File: config.mk
export PLATFORM = sky130hd
export DESIGN_NAME = load_store_unit_flat
export DESIGN_NICKNAME = d
export VERILOG_FILES = /design/src/rtl/load_store_unit_if.sv /design/src/rtl/load_store_unit.sv /design/src/flat_wrapper.sv
export SDC_FILE = /design/constraint.sdc
export NUM_CORES = 1
export LEC_CHECK = 0
export CORE_MARGIN = 2
export CORE_UTILIZATION = 41
export CTS_CLUSTER_DIAMETER = 30
export DETAILED_ROUTE_END_ITERATION = 6
export PLACE_DENSITY = 0.8
export RECOVER_POWER = 50
export SETUP_SLACK_MARGIN = 0.4
export SLEW_MARGIN = 5
export SYNTH_ARGS = -nofsm -noshare
export SYNTH_HDL_FRONTEND = slang
export SYNTH_SLANG_ARGS = --single-unit
File: constraint.sdc
create_clock -name clk -period 2.3 [get_ports clk]
set_input_delay 0.23 -clock clk [delete_from_list [all_inputs] [get_ports clk]]
set_output_delay 0.23 -clock clk [all_outputs]
set_load 0.02 [all_outputs]
File: src/rtl/load_store_unit_if.sv
// Data-memory port of the load/store unit: a req/gnt request phase followed by
// an rvalid read-response phase. The LSU drives the master side.
interface load_store_unit_if #(
  parameter int ADDR_WIDTH = 32,
  parameter int DATA_WIDTH = 32
);
  logic                  dmem_req;
  logic                  dmem_we;
  logic [ADDR_WIDTH-1:0] dmem_addr;
  logic [3:0]            dmem_be;
  logic [DATA_WIDTH-1:0] dmem_wdata;
  logic                  dmem_gnt;
  logic                  dmem_rvalid;
  logic [DATA_WIDTH-1:0] dmem_rdata;

  modport master (
    output dmem_req, dmem_we, dmem_addr, dmem_be, dmem_wdata,
    input  dmem_gnt, dmem_rvalid, dmem_rdata
  );

  modport slave (
    input  dmem_req, dmem_we, dmem_addr, dmem_be, dmem_wdata,
    output dmem_gnt, dmem_rvalid, dmem_rdata
  );
endinterface

File: src/rtl/load_store_unit.sv
// RV32I load/store unit. Accepts one access from the execute stage, formats
// byte enables and lane-replicated store data, runs the req/gnt/rvalid memory
// handshake, and returns sign/zero-extended load data. Misaligned and illegal
// accesses are reported without issuing a memory request. The upstream stages
// are stalled while an access is in flight; a one-cycle done_q window lets the
// held instruction retire without being accepted a second time.
module load_store_unit #(
  parameter int ADDR_WIDTH = 32,
  parameter int DATA_WIDTH = 32
) (
  input  logic                  clk,
  input  logic                  reset,
  input  logic                  ex_valid,
  input  logic                  ex_mem_read,
  input  logic                  ex_mem_write,
  input  logic [2:0]            ex_funct3,
  input  logic [ADDR_WIDTH-1:0] ex_addr,
  input  logic [DATA_WIDTH-1:0] ex_wdata,
  output logic                  lsu_stall,
  output logic                  wb_valid,
  output logic [DATA_WIDTH-1:0] wb_rdata,
  output logic                  misalign_exc,
  output logic                  illegal_exc,
  output logic [ADDR_WIDTH-1:0] exc_addr,
  load_store_unit_if.master     dmem
);

  typedef enum logic [1:0] {IDLE, REQ, WAIT_R} state_t;

  state_t state, state_nxt;

  logic                  done_q;
  logic                  access;
  logic                  accept;
  logic                  illegal;
  logic                  misalign;
  logic                  issue;
  logic                  store_done;
  logic                  load_done;
  logic                  req_on;

  // Access captured at acceptance
  logic [ADDR_WIDTH-1:0] addr_p1;
  logic [2:0]            funct3_p1;
  logic                  we_p1;
  logic [3:0]            be_p1;
  logic [DATA_WIDTH-1:0] wdata_p1;

  // Only LB/LH/LW/LBU/LHU and SB/SH/SW exist; read+write together is malformed.
  function automatic logic is_illegal(input logic rd, input logic wr,
                                      input logic [2:0] f3);
    if (rd && wr) return 1'b1;
    if (rd) return (f3 == 3'b011) || (f3 == 3'b110) || (f3 == 3'b111);
    return f3[2] || (f3 == 3'b011);
  endfunction

  // funct3[1:0] encodes the access size: 00 byte, 01 half, 10 word.
  function automatic logic is_misaligned(input logic [2:0] f3,
                                         input logic [1:0] off);
    case (f3[1:0])
      2'b01:   return off[0];
      2'b10:   return off != 2'b00;
      default: return 1'b0;
    endcase
  endfunction

  function automatic logic [3:0] store_be(input logic [2:0] f3,
                                          input logic [1:0] off);
    case (f3[1:0])
      2'b00:   return 4'b0001 << off;
      2'b01:   return off[1] ? 4'b1100 : 4'b0011;
      default: return 4'b1111;
    endcase
  endfunction

  function automatic logic [DATA_WIDTH-1:0] store_data(
      input logic [2:0] f3, input logic [DATA_WIDTH-1:0] d);
    case (f3[1:0])
      2'b00:   return {4{d[7:0]}};
      2'b01:   return {2{d[15:0]}};
      default: return d;
    endcase
  endfunction

  // Pick the addressed lane, then sign- or zero-extend by funct3[2].
  function automatic logic [DATA_WIDTH-1:0] load_extend(
      input logic [2:0] f3, input logic [1:0] off,
      input logic [DATA_WIDTH-1:0] w);
    logic [7:0]  b;
    logic [15:0] h;
    b = w[8*off +: 8];
    h = off[1] ? w[31:16] : w[15:0];
    case (f3)
      3'b000:  return {{24{b[7]}}, b};
      3'b100:  return {24'b0, b};
      3'b001:  return {{16{h[15]}}, h};
      3'b101:  return {16'b0, h};
      default: return w;
    endcase
  endfunction

  assign access     = ex_valid & (ex_mem_read | ex_mem_write);
  assign accept     = (state == IDLE) & access & ~done_q;
  assign illegal    = is_illegal(ex_mem_read, ex_mem_write, ex_funct3);
  assign misalign   = is_misaligned(ex_funct3, ex_addr[1:0]);
  assign issue      = accept & ~illegal & ~misalign;
  assign store_done = (state == REQ) & dmem.dmem_gnt & we_p1;
  assign load_done  = (state == WAIT_R) & dmem.dmem_rvalid;
  assign req_on     = (state == REQ);

  // Request signals are only driven while in REQ, so they hold steady until gnt.
  assign dmem.dmem_req   = req_on;
  assign dmem.dmem_we    = req_on & we_p1;
  assign dmem.dmem_addr  = req_on ? {addr_p1[ADDR_WIDTH-1:2], 2'b00} : '0;
  assign dmem.dmem_be    = req_on ? be_p1 : 4'b0000;
  assign dmem.dmem_wdata = req_on ? wdata_p1 : '0;

  // State register
  always_ff @(posedge clk) begin
    if (reset) state <= IDLE;
    else       state <= state_nxt;
  end

  // Next-state logic and the upstream stall
  always_comb begin
    state_nxt = state;
    lsu_stall = (state != IDLE) | accept;
    case (state)
      IDLE:    if (issue) state_nxt = REQ;
      REQ:     if (dmem.dmem_gnt) state_nxt = we_p1 ? IDLE : WAIT_R;
      WAIT_R:  if (dmem.dmem_rvalid) state_nxt = IDLE;
      default: state_nxt = IDLE;
    endcase
  end

  // Completion and exception pulses, plus the one-cycle retire window
  always_ff @(posedge clk) begin
    if (reset) begin
      done_q       <= 1'b0;
      wb_valid     <= 1'b0;
      illegal_exc  <= 1'b0;
      misalign_exc <= 1'b0;
    end else begin
      wb_valid     <= store_done | load_done;
      illegal_exc  <= accept & illegal;
      misalign_exc <= accept & ~illegal & misalign;
      done_q       <= store_done | load_done | (accept & (illegal | misalign));
    end
  end

  // Result registers: extended load data and faulting address
  always_ff @(posedge clk) begin
    if (reset) begin
      wb_rdata <= '0;
      exc_addr <= '0;
    end else begin
      if (load_done) wb_rdata <= load_extend(funct3_p1, addr_p1[1:0], dmem.dmem_rdata);
      if (accept & (illegal | misalign)) exc_addr <= ex_addr;
    end
  end

  // ---- stage p1: capture the accepted access ----
  always_ff @(posedge clk) begin
    if (accept) begin
      addr_p1   <= ex_addr;
      funct3_p1 <= ex_funct3;
      we_p1     <= ex_mem_write;
      be_p1     <= ex_mem_write ? store_be(ex_funct3, ex_addr[1:0]) : 4'b1111;
      wdata_p1  <= store_data(ex_funct3, ex_wdata);
    end
  end

endmodule

File: src/flat_wrapper.sv
// flat-port wrapper written by rule: the top's interface ports become plain ports
module load_store_unit_flat 
#(
  parameter int ADDR_WIDTH = 32,
  parameter int DATA_WIDTH = 32
)
  (clk, reset, ex_valid, ex_mem_read, ex_mem_write, ex_funct3, ex_addr, ex_wdata, lsu_stall, wb_valid, wb_rdata, misalign_exc, illegal_exc, exc_addr, dmem_dmem_req, dmem_dmem_we, dmem_dmem_addr, dmem_dmem_be, dmem_dmem_wdata, dmem_dmem_gnt, dmem_dmem_rvalid, dmem_dmem_rdata);
  load_store_unit_if #(.ADDR_WIDTH(ADDR_WIDTH), .DATA_WIDTH(DATA_WIDTH)) dmem_i ();
  input  logic clk;
  input  logic reset;
  input  logic ex_valid;
  input  logic ex_mem_read;
  input  logic ex_mem_write;
  input  logic [2:0] ex_funct3;
  input  logic [ADDR_WIDTH-1:0] ex_addr;
  input  logic [DATA_WIDTH-1:0] ex_wdata;
  output logic lsu_stall;
  output logic wb_valid;
  output logic [DATA_WIDTH-1:0] wb_rdata;
  output logic misalign_exc;
  output logic illegal_exc;
  output logic [ADDR_WIDTH-1:0] exc_addr;
  output wire logic [$bits(dmem_i.dmem_req)-1:0] dmem_dmem_req;
  output wire logic [$bits(dmem_i.dmem_we)-1:0] dmem_dmem_we;
  output wire logic [$bits(dmem_i.dmem_addr)-1:0] dmem_dmem_addr;
  output wire logic [$bits(dmem_i.dmem_be)-1:0] dmem_dmem_be;
  output wire logic [$bits(dmem_i.dmem_wdata)-1:0] dmem_dmem_wdata;
  input wire logic [$bits(dmem_i.dmem_gnt)-1:0] dmem_dmem_gnt;
  input wire logic [$bits(dmem_i.dmem_rvalid)-1:0] dmem_dmem_rvalid;
  input wire logic [$bits(dmem_i.dmem_rdata)-1:0] dmem_dmem_rdata;
  assign dmem_dmem_req = dmem_i.dmem_req;
  assign dmem_dmem_we = dmem_i.dmem_we;
  assign dmem_dmem_addr = dmem_i.dmem_addr;
  assign dmem_dmem_be = dmem_i.dmem_be;
  assign dmem_dmem_wdata = dmem_i.dmem_wdata;
  assign dmem_i.dmem_gnt = dmem_dmem_gnt;
  assign dmem_i.dmem_rvalid = dmem_dmem_rvalid;
  assign dmem_i.dmem_rdata = dmem_dmem_rdata;
  load_store_unit #(.ADDR_WIDTH(ADDR_WIDTH), .DATA_WIDTH(DATA_WIDTH)) u_core (.clk(clk), .reset(reset), .ex_valid(ex_valid), .ex_mem_read(ex_mem_read), .ex_mem_write(ex_mem_write), .ex_funct3(ex_funct3), .ex_addr(ex_addr), .ex_wdata(ex_wdata), .lsu_stall(lsu_stall), .wb_valid(wb_valid), .wb_rdata(wb_rdata), .misalign_exc(misalign_exc), .illegal_exc(illegal_exc), .exc_addr(exc_addr), .dmem(dmem_i));
endmodule
* Word-level counts from Yosys, hierarchy flattened
Index checks and enable logic that the tools add are counted.
** Word-level totals
- Bits in read-only memories :: 0
- Memories :: 0
- Flip-flop bits (word level) :: 142
- Bits in latches :: 0
- Output and inout port bits :: 138
- Memory bits (writable) :: 0
- Word-level logic and storage cells :: 78
- Bits of input ports :: 106
** Cells by class
- Equal/unequal tests :: 13
- Div/mod/pow operators :: 0
- $lt $le $gt $ge :: 0
- Bitwise logic cells :: 20
- Multipliers :: 0
- Muxes and demuxes :: 21
- Shifts and indexed selects :: 2
- Reduce and logical (&&, ||, !) cells :: 10
- Add/sub/neg operators :: 0
** Operator list (number)
- 32-bit one-hot mux with 4 select lines :: 1
- 32-bit two-way mux :: 2
- 32-bit one-hot mux with 2 select lines :: 1
- 32-bit by 6-bit indexed part select with 8-bit output :: 1
- 16-bit two-way mux :: 1
- 1-bit AND :: 12
- 3-bit == test, second input constant :: 4
- 2-bit two-way mux :: 4
- 4-bit two-way mux :: 2
- 4-bit one-hot mux with 2 select lines :: 1
- 1-bit two-way mux :: 7
- 2-bit one-hot mux with 3 select lines :: 1
- 1-bit bitwise OR :: 5
- 2-bit by 1-bit == test with 1-bit output, second input constant :: 2
- 2-bit == test, second input constant :: 2
- 2-bit zero test :: 2
- 2-bit != test, second input constant :: 2
- 2-bit nonzero test :: 2
- 1-bit by 2-bit left shift with 4-bit output, first input constant :: 1
- 3-bit by 1-bit == test with 1-bit output, second input constant :: 1
- 3-bit by 2-bit == test with 1-bit output, second input constant :: 1
- 3-bit zero test :: 1
- 1-bit logical OR :: 3
- 1-bit NOT :: 3
- other kinds (4) :: 4

* Depth between registers and ports, before layout
Gate-level depths: netlist (run 1).
- Word-level depth :: 11
- Depth in mapped cells :: 8
- Depth with buffers taken out :: 6

* Worst setup path before layout (run 1)
OpenSTA, ideal clock, no wires.
- Path kind :: flip-flop to flip-flop
- Start :: register u_core.state[1]
- End :: register u_core.exc_addr[25]
- Stages on the path, launching flop included :: 7
- Setup time :: 106 ps
- Data arrival time :: 2325 ps
- Path slack :: -131 ps
- Path through :: dfxtp_1 -> nor4b_4 -> nand2_1 -> inv_2 -> buf_2 -> a41oi_1 -> o311ai_0
** Between the ends
- Cells in the longest elaborated chain, start to end :: 4
** RTL lines
- start, declared :: RTL line load_store_unit.sv:30 : state_t state, state_nxt;
- start signal, assigned :: RTL line load_store_unit.sv:121 : else state <= state_nxt;
- 2-bit zero test :: RTL line load_store_unit.sv:103 : assign accept = (state == IDLE) & access & ~done_q;
- 1-bit AND (2 in series) :: RTL line load_store_unit.sv:103
- net u_core.accept :: RTL line load_store_unit.sv:34 : logic accept;
- 1-bit AND :: RTL line load_store_unit.sv:158 : if (accept & (illegal | misalign)) exc_addr <= ex_addr;
- end signal, assigned :: RTL line load_store_unit.sv:158
- end, declared :: RTL line load_store_unit.sv:24 : output logic [ADDR_WIDTH-1:0] exc_addr,
The timed path passes the listed nets, and every way through them passes these cells.
A chain may end at the register's enable or synchronous reset.

* Worst setup path after layout (run 1)
- Start :: register u_core.state[0]
- End :: output dmem_dmem_req
** Between the ends
- Cells in the longest elaborated chain, start to end :: 1
** RTL lines
- 2-bit by 1-bit == test with 1-bit output :: RTL line load_store_unit.sv:109 : assign req_on = (state == REQ);
- end, declared :: RTL line flat_wrapper.sv:23 : output wire logic [$bits(dmem_i.dmem_req)-1:0] dmem_dmem_req;
Every way passes these cells.

==> summary.txt, run 1 <==
Outcome
  • Outcome: complete, no violations

GRT
  • Global-route wire length before repair: 34.5 mm
  • Gr ovfl total: 0
  • Pin count of the biggest net entering global routing: 60
  • Initial antenna violation count: 0
  • Combined global-route utilization of all metal layers: 24.2%
  • Number of global-route vias before repair: 6,366

Place
  • Final HPWL DP: 15.1 mm
  • Port Buffers: 241
  • RePlAce Congestion: 0.892

Layout
  • Final net count: 1,068
  • Fraction of layout cells with a size suffix above 1: 16.3%
  • Final core area utilization: 61.3%
  • Area growth syn-to-layout: 45.3%
  • Total inserted antenna cells: 0

Die
  • Initial standard-cell utilization of the core: 42.2%
  • Die ar.: 18,300 um^2
  • Core area: 16,700 um^2
  • Die boundary height: 135 um
  • I/O pin cnt: 244
  • Std cell rows: 47
  • Die Wd: 135 um

Timing
  • Number of hold-slack violations in the final timing report: 0
  • Min Tclk post-route: 1.94 ns
  • Clock skew after layout: 0.00800 ns
  • Min Hold Slack: 0.329 ns
  • Final Max Tran Viols: 0
  • RSZ-0062 raised after global routing: no
  • Transition time at the pin with the least slew margin: 0.621 ns
  • Ratio of final minimum period to clock period: 84.5%
  • Relative slew margins: 58.6%
  • Max frequency: 0.515 GHz
  • Setup violations, final: 0

Yosys
  • Mapped cell area: 7050 um^2
  • Share of flip-flops with an asynchronous set or reset: 0%
  • Post-synth EDFFs: 72
  • Area share of the largest cell type after synthesis: 30.7%
  • Leading cell type by number of instances after synthesis: sky130_fd_sc_hd__nand2_1
  • Netlist cell types: 55
  • Total of flip-flops plus latches after synthesis: 142
  • Largest area contributor in the synthesized netlist: sky130_fd_sc_hd__edfxtp_1
  • Main flop type after synthesis: sky130_fd_sc_hd__edfxtp_1
  • Sequential share of the synthesized area: 50.6%
  • Synth cell count leaders: sky130_fd_sc_hd__nand2_1, sky130_fd_sc_hd__edfxtp_1, sky130_fd_sc_hd__dfxtp_1, sky130_fd_sc_hd__and2_1, sky130_fd_sc_hd__a21oi_1
  • Top area cells in the synthesized netlist: sky130_fd_sc_hd__edfxtp_1, sky130_fd_sc_hd__dfxtp_1, sky130_fd_sc_hd__and2_1
  • Post-synthesis area per instance: 9.82 um^2
  • Number of standard cells after synthesis: 718
  • YS warnings: 0

Power
  • Psw: 1.77 mW
  • Proportion of power drawn by the clock network: 41.5%
  • Sequential power share: 42.0%
  • Static Leak: 4.16 nW
  • Power density over the cells: 676 nW/um^2
  • Worst vdd ir: 0.543 mV
  • Switching power share of the total: 25.6%
  • Combinational group share of total power: 16.5%
  • Internal power component: 5.15 mW
  • Total power: 6.92 mW

Detailed routing
  • Number of DRC violations after detailed routing: 0
  • Post-route antenna net violation count: 0
  • Avg Vias per Cell: 5.56
  • First-pass detailed-route iteration total: 5
  • Starting DRC count in detailed routing: 359
  • Vias: 6,622
  • Wire length reported by the detailed router: 22.4 mm
  • Drt wl/cell: 18.9 um

CTS
  • Buffer cell driving the clock tree root: sky130_fd_sc_hd__clkbuf_16
  • CTS H-tree lvls: 4
  • Clock slew seen by the registers of the worst setup and hold paths: 0.06 ns
  • Insertion delay of the later-clocked pin in the worst-skew pair: 0.42 ns
  • Sinks on Clock Net: 142
  • Number of CTS-inserted buffers: 17
  • Clock tree from TritonCTS: yes
  • Buffer levels on the longest clock path: 2

Flow run
  • Count of max-cap constraint violations: 0

Worst setup path
  • Data arrival time at the worst-slack endpoint: 1.71 ns
  • Kind of start point of the critical path: flip-flop
  • Nature of the critical path endpoint: output pin
  • Top fanout value on the critical path: 16
  • Setup slack of the worst register-to-register path: 0.44 ns
  • CP required: 2.07 ns
  • Critical Setup Path Class: flip-flop to output pin

Min path
  • Class of the most critical hold timing path: primary input to flip-flop
==> flip-flops by register name, summed over array words and instances, names as in the netlist <==
register	count
u_core.wb_rdata	32
u_core.illegal_exc	1
u_core.misalign_exc	1
u_core.done_q	1
u_core.state	2
u_core.be_p1	4
u_core.addr_p1	32
u_core.wb_valid	1
u_core.wdata_p1	32
u_core.funct3_p1	3
u_core.exc_addr	32
u_core.we_p1	1
==> stage by stage <==
stage | worst slack [ns] | TNS, ns | std cells | cell area [um^2]
after CTS | 0.362 | 0 | 1190 | 10500
after floorplan | 0.453 | 0 | 719 | 7060
after global placement | 0.0206 | 0 | 1154 | 9840
final | 0.356 | 0 | 1190 | 10200
after detailed placement | -0.0721 | -0.304 | 1154 | 9840
after global routing | 0.245 | 0 | 1190 | 10200
==> layout make-up <==
cell class / instances / area, um^2
Fill cell: 1446 / 6460
Sequential cell: 142 / 3560
Multi-Input combinational cell: 501 / 3210
Timing Repair Buffer: 285 / 2530
Clock buffer: 17 / 425
Tap cell: 220 / 275
Clock inverter: 15 / 196
Inverter: 10 / 38.8
==> power groups by stage <==
stage	sequential, mW	clock (mW)	combinational (mW)
4_1_cts	2.91	2.92	1.18
2_1_floorplan	3.02	0	0.499
3_3_place_gp	2.96	0	1.14
5_1_grt	2.92	3.02	1.23
3_5_place_dp	2.96	0	1.16
6_report	2.91	2.88	1.14
==> worst max-delay path, cell delays in order, from the launching register on <==
cell                              delay [ns]
sky130_fd_sc_hd__dfxtp_1                0.45
sky130_fd_sc_hd__nor2b_4                0.21
sky130_fd_sc_hd__buf_12                 0.15
sky130_fd_sc_hd__buf_16                 0.16
sky130_fd_sc_hd__clkdlybuf4s15_1        0.32
==> worst paths after layout <==
check / startpoint / endpoint / depth (start not counted)
hold reg to reg: u_core.wb_rdata[14]$_SDFFE_PP0P_ / u_core.wb_rdata[14]$_SDFFE_PP0P_ / 2
hold / removal: ex_funct3[1] / u_core.funct3_p1[1]$_DFFE_PP_ / 2
setup / recovery: u_core.state[0]$_SDFFE_PP0P_ / dmem_dmem_req / 4
setup reg to reg: u_core.state[1]$_SDFFE_PP0P_ / u_core.wdata_p1[1]$_DFFE_PP_ / 6
==> cells by family (layout without fill, tap and decap cells) <==
logic type,after synthesis,after routing,synth area share [%]
other,1,2,0.0532
AND/OR/NAND/NOR,262,262,20.2
multiplexers,15,15,2.41
buffers and inverters,76,327,4.44
flip-flops,142,142,50.6
adder cells (fa/ha/maj),5,5,0.887
AO/OA/AOI/OAI,217,217,21.5
==> layer usage <==
metal	GRT usage, %	share of wire, %	up-vias
met5	0	0	-
met4	11.5	3.6	0
met3	4.95	6.8	45
met2	38.7	47	282
met1	31.5	42	3169
li1	-	-	3126
==> timing repair <==
action,in CTS,in global routing
gates resized for setup,254,61
cloned,3,0
buffers inserted,1,0
hold endpoints to repair,0,0
setup endpoints to repair,91,87
hold buffers,0,0
==> layout by cell type (no fill, tap or decap), drive strengths merged, types with 4 or more instances in the layout <==
| cell type | instances |
|---|---|
| dlygate4sd3 | 109 |
| buf | 107 |
| nand2 | 86 |
| edfxtp | 72 |
| dfxtp | 70 |
| and2 | 67 |
| clkdlybuf4s50 | 61 |
| a21oi | 60 |
| nand2b | 42 |
| nor2b | 40 |
| o311ai | 34 |
| a41oi | 33 |
| o21ai | 31 |
| clkbuf | 23 |
| nor2 | 13 |
| o22ai | 12 |
| inv | 9 |
| a22o | 8 |
| a22oi | 8 |
| mux2i | 8 |
| mux2 | 6 |
| a31oi | 6 |
| clkinvlp | 6 |
| clkinv | 6 |
| a21o | 5 |
| a32o | 5 |
| ha | 5 |
| bufinv | 4 |
Note: power is estimated with default switching activity, not from simulation.
==> run 2, diff against run 1 <==
clock period = 1.65 ns   (was 2.3 ns; I/O delays follow)
==> summary.txt, run 2 (synthesized netlist as in run 1, its figures left out) <==
Worst setup path
  • Setup slack of the worst register-to-register path: -0.34 ns (-0.78 ns)
  • Critical-path cell with the highest stage delay: sky130_fd_sc_hd__dfxtp_4
  • Data arrival time at the worst-slack endpoint: 2.25 ns (+0.54 ns)
  • Worst reg2reg path startpoint: u_core.state[0]$_SDFFE_PP0P_
  • Kind of start point of the critical path: flip-flop
  • CP required: 1.91 ns (-0.16 ns)
  • Timing startpoint of the critical path: u_core.state[0]$_SDFFE_PP0P_
  • Critical Setup Path Class: flip-flop to flip-flop
  • CP peak stage delay: 0.34 ns (-0.11 ns)
  • Nature of the critical path endpoint: flip-flop
  • Critical Path End: u_core.exc_addr[12]$_SDFFE_PP0P_
  • Number of cells on the worst reg-to-reg path: 10 (+4)
  • Cell-by-cell trace of the critical path: buf_6 -> nor4b_4 -> buf_4 -> buf_8 -> buf_6 -> buf_12 -> buf_16 -> a21oi_4 -> a41oi_2 -> o311ai_2
  • Top fanout value on the critical path: 6 (-10)
  • R2r endpoint: u_core.exc_addr[12]$_SDFFE_PP0P_
  • Most frequent CP cell: sky130_fd_sc_hd__buf_6

Place
  • RePlAce Congestion: 0.905 (+1.4%)
  • Post-placement setup slack: -0.717 ns (-0.645 ns)
  • Port Buffers: 241 (unchanged)
  • Number of placed instances with taps included: 1,184 (+2.6%)
  • Area of placed instances: 10,400 um^2 (+6.0%)
  • Final HPWL DP: 15.7 mm (+4.4%)

CTS
  • Insertion delay of the later-clocked pin in the worst-skew pair: 0.42 ns (about the same)
  • CTS H-tree lvls: 4 (unchanged)
  • Buffer levels on the longest clock path: 2 (unchanged)
  • Clock tree from TritonCTS: yes
  • Count of hold-fix buffers inserted at cts: 0 (unchanged)
  • Number of CTS-inserted buffers: 17 (unchanged)
  • Buffer cell driving the clock tree root: sky130_fd_sc_hd__clkbuf_16
  • Sinks on Clock Net: 142 (unchanged)
  • Clock slew seen by the registers of the worst setup and hold paths: 0.06 ns (about the same)

Timing
  • Final worst-path setup slack: -0.342 ns (-0.698 ns)
  • RSZ-0062 raised after global routing: yes
  • Min Hold Slack: 0.117 ns (-0.211 ns)
  • Max frequency: 0.502 GHz
  • Min Tclk post-route: 1.99 ns
  • Setup violations, final: 193 (+193)
  • Relative slew margins: 56.7% (-1.8 points)
  • Clock skew after layout: 0.0103 ns (+0.00228 ns)
  • Number of hold-slack violations in the final timing report: 0 (unchanged)
  • Transition time at the pin with the least slew margin: 0.647 ns (+0.0260 ns)
  • Final Max Tran Viols: 0 (unchanged)
  • Ratio of final minimum period to clock period: 121%

Outcome
  • Outcome: complete, but fails checks
  • Violations in the final reports: negative setup slack

Detailed routing
  • Post-route antenna net violation count: 0 (unchanged)
  • Starting DRC count in detailed routing: 780 (+120%)
  • Wire length reported by the detailed router: 31.3 mm (+40%)
  • Avg Vias per Cell: 6.03 (+8.3%)
  • First-pass detailed-route iteration total: 5 (unchanged)
  • Drt wl/cell: 24.1 um (+28%)
  • Vias: 7,834 (+18%)
  • Number of DRC violations after detailed routing: 0 (unchanged)

Layout
  • Leading cell type in the layout, fill and taps excluded: sky130_fd_sc_hd__buf_6
  • Final net count: 1,177 (+10%)
  • Count of placed standard cells in the final layout, fillers left out: 1,300 (+9.2%)
  • Fill cell total of the finished layout: 915 (-37%)
  • Area growth syn-to-layout: 88.2%
  • Commonest cells after routing, fill and taps aside: sky130_fd_sc_hd__buf_6, sky130_fd_sc_hd__edfxtp_1, sky130_fd_sc_hd__dfxtp_1
  • Fraction of layout cells with a size suffix above 1: 45.8% (+29 points)
  • Cell area after layout: 13,300 um^2 (+30%)

Die
  • Die boundary height: 135 um (unchanged)
  • Std cell rows: 47 (unchanged)
  • Initial standard-cell utilization of the core: 42.2% (unchanged)
  • Die Wd: 135 um (unchanged)
  • Core area: 16,700 um^2 (unchanged)
  • Die ar.: 18,300 um^2 (unchanged)
  • I/O pin cnt: 244 (unchanged)

Power
  • Power density over the cells: 764 nW/um^2 (+13%)
  • Static Leak: 5.65 nW (+36%)
  • Worst vdd ir: 0.801 mV (+47%)

GRT
  • Gr ovfl total: 0 (unchanged)
  • Initial antenna violation count: 3 (+3)
  • Global-route wire length before repair: 43.2 mm (+25%)
  • Combined global-route utilization of all metal layers: 30.9% (+6.7 points)
  • Pin count of the biggest net entering global routing: 34 (-43%)
  • Number of global-route vias before repair: 7,624 (+20%)

Min path
  • Class of the most critical hold timing path: primary input to flip-flop
  • Instance count along the most critical hold path: 1 (-1)

Flow run
  • Count of max-cap constraint violations: 0 (unchanged)
-- run 2: changes by cell type in the layout (fill, tap and decap cells not counted), moves of 24 or more --
cell,before,now
sky130_fd_sc_hd__buf_6,2,105
sky130_fd_sc_hd__dlygate4sd3_1,109,41
sky130_fd_sc_hd__and2_1,67,0
sky130_fd_sc_hd__and2_4,0,67
sky130_fd_sc_hd__buf_2,68,10
sky130_fd_sc_hd__a21oi_1,60,12
sky130_fd_sc_hd__a21oi_2,0,45
sky130_fd_sc_hd__dlymetal6s2s_1,1,35
sky130_fd_sc_hd__buf_4,27,55
sky130_fd_sc_hd__a41oi_1,33,9
sky130_fd_sc_hd__a41oi_2,0,24
-- run 2: final cells by class --
type / instances / area (um^2) / share of cell area [%]
well taps: 220 / 275 / 2.08
flip-flops and latches: 142 / 3570 / 26.9
clock inverters: 9 / 45.0 / 0.340
multi-input cells: 503 / 4220 / 31.8
inverters: 10 / 47.5 / 0.358
clock buffers: 23 / 458 / 3.45
repair buffers: 392 / 4650 / 35.1
diodes: 1 / 2.50 / 0.0189
-- run 2: per-stage QoR --
stage | total power [mW] | setup TNS (ns) | util (%)
final | 10.1 | -26.63 | 79.4
after global routing | 10.4 | -35.70 | 79.4
after CTS | 9.83 | -12.66 | 75.1
after detailed placement | 5.91 | -54.21 | 62.5
after global placement | 5.88 | -48.41 | 62.5
after floorplan | 5.08 | -2.69 | -
-- run 2: worst max-delay path, delay by kind of cell (launching register included) --
family          cells  cell delay, ns
buf+inv             6            0.74
compound gates      3            0.47
simple gates        1            0.30
flops               1            0.34
-- run 2: timing repair --
action | in CTS | in global routing
setup endpoints to repair | 299 | 271
gates resized for setup | 667 | 164
cloned | 27 | 6
hold endpoints to repair | 0 | 0
pin swaps | 33 | 68
buffers inserted | 36 | 14
-- run 2: layer usage --
| metal | GRT usage [%] | wire length (um) | vias to the layer above |
|---|---|---|---|
| met5 | 0 | 0 | - |
| met3 | 6.23 | 2870 | 123 |
| met2 | 52.2 | 15400 | 543 |
| met4 | 12.6 | 1390 | 0 |
| li1 | - | - | 3353 |
| met1 | 38.8 | 11700 | 3815 |
-- run 2: power breakdown --
| part | switching, mW | total (mW) | internal [mW] | leakage [nW] |
|---|---|---|---|---|
| Clock | 1.48 | 3.41 | 1.93 | 0.249 |
| Combinational | 1.31 | 2.64 | 1.33 | 4.16 |
| Sequential | 0.119 | 4.08 | 3.96 | 1.25 |
-- run 2: worst min path at each step --
stage,start,to,slack (ns)
after floorplan,ex_addr[0],u_core.addr_p1[0]$_DFFE_PP_,0.26
after global placement,u_core.wb_rdata[10]$_SDFFE_PP0P_,u_core.wb_rdata[10]$_SDFFE_PP0P_,0.44
after detailed placement,u_core.wb_rdata[10]$_SDFFE_PP0P_,u_core.wb_rdata[10]$_SDFFE_PP0P_,0.44
after CTS,ex_funct3[1],u_core.funct3_p1[1]$_DFFE_PP_,0.21
after global routing,ex_funct3[0],u_core.funct3_p1[0]$_DFFE_PP_,0.12
final,ex_funct3[0],u_core.funct3_p1[0]$_DFFE_PP_,0.12
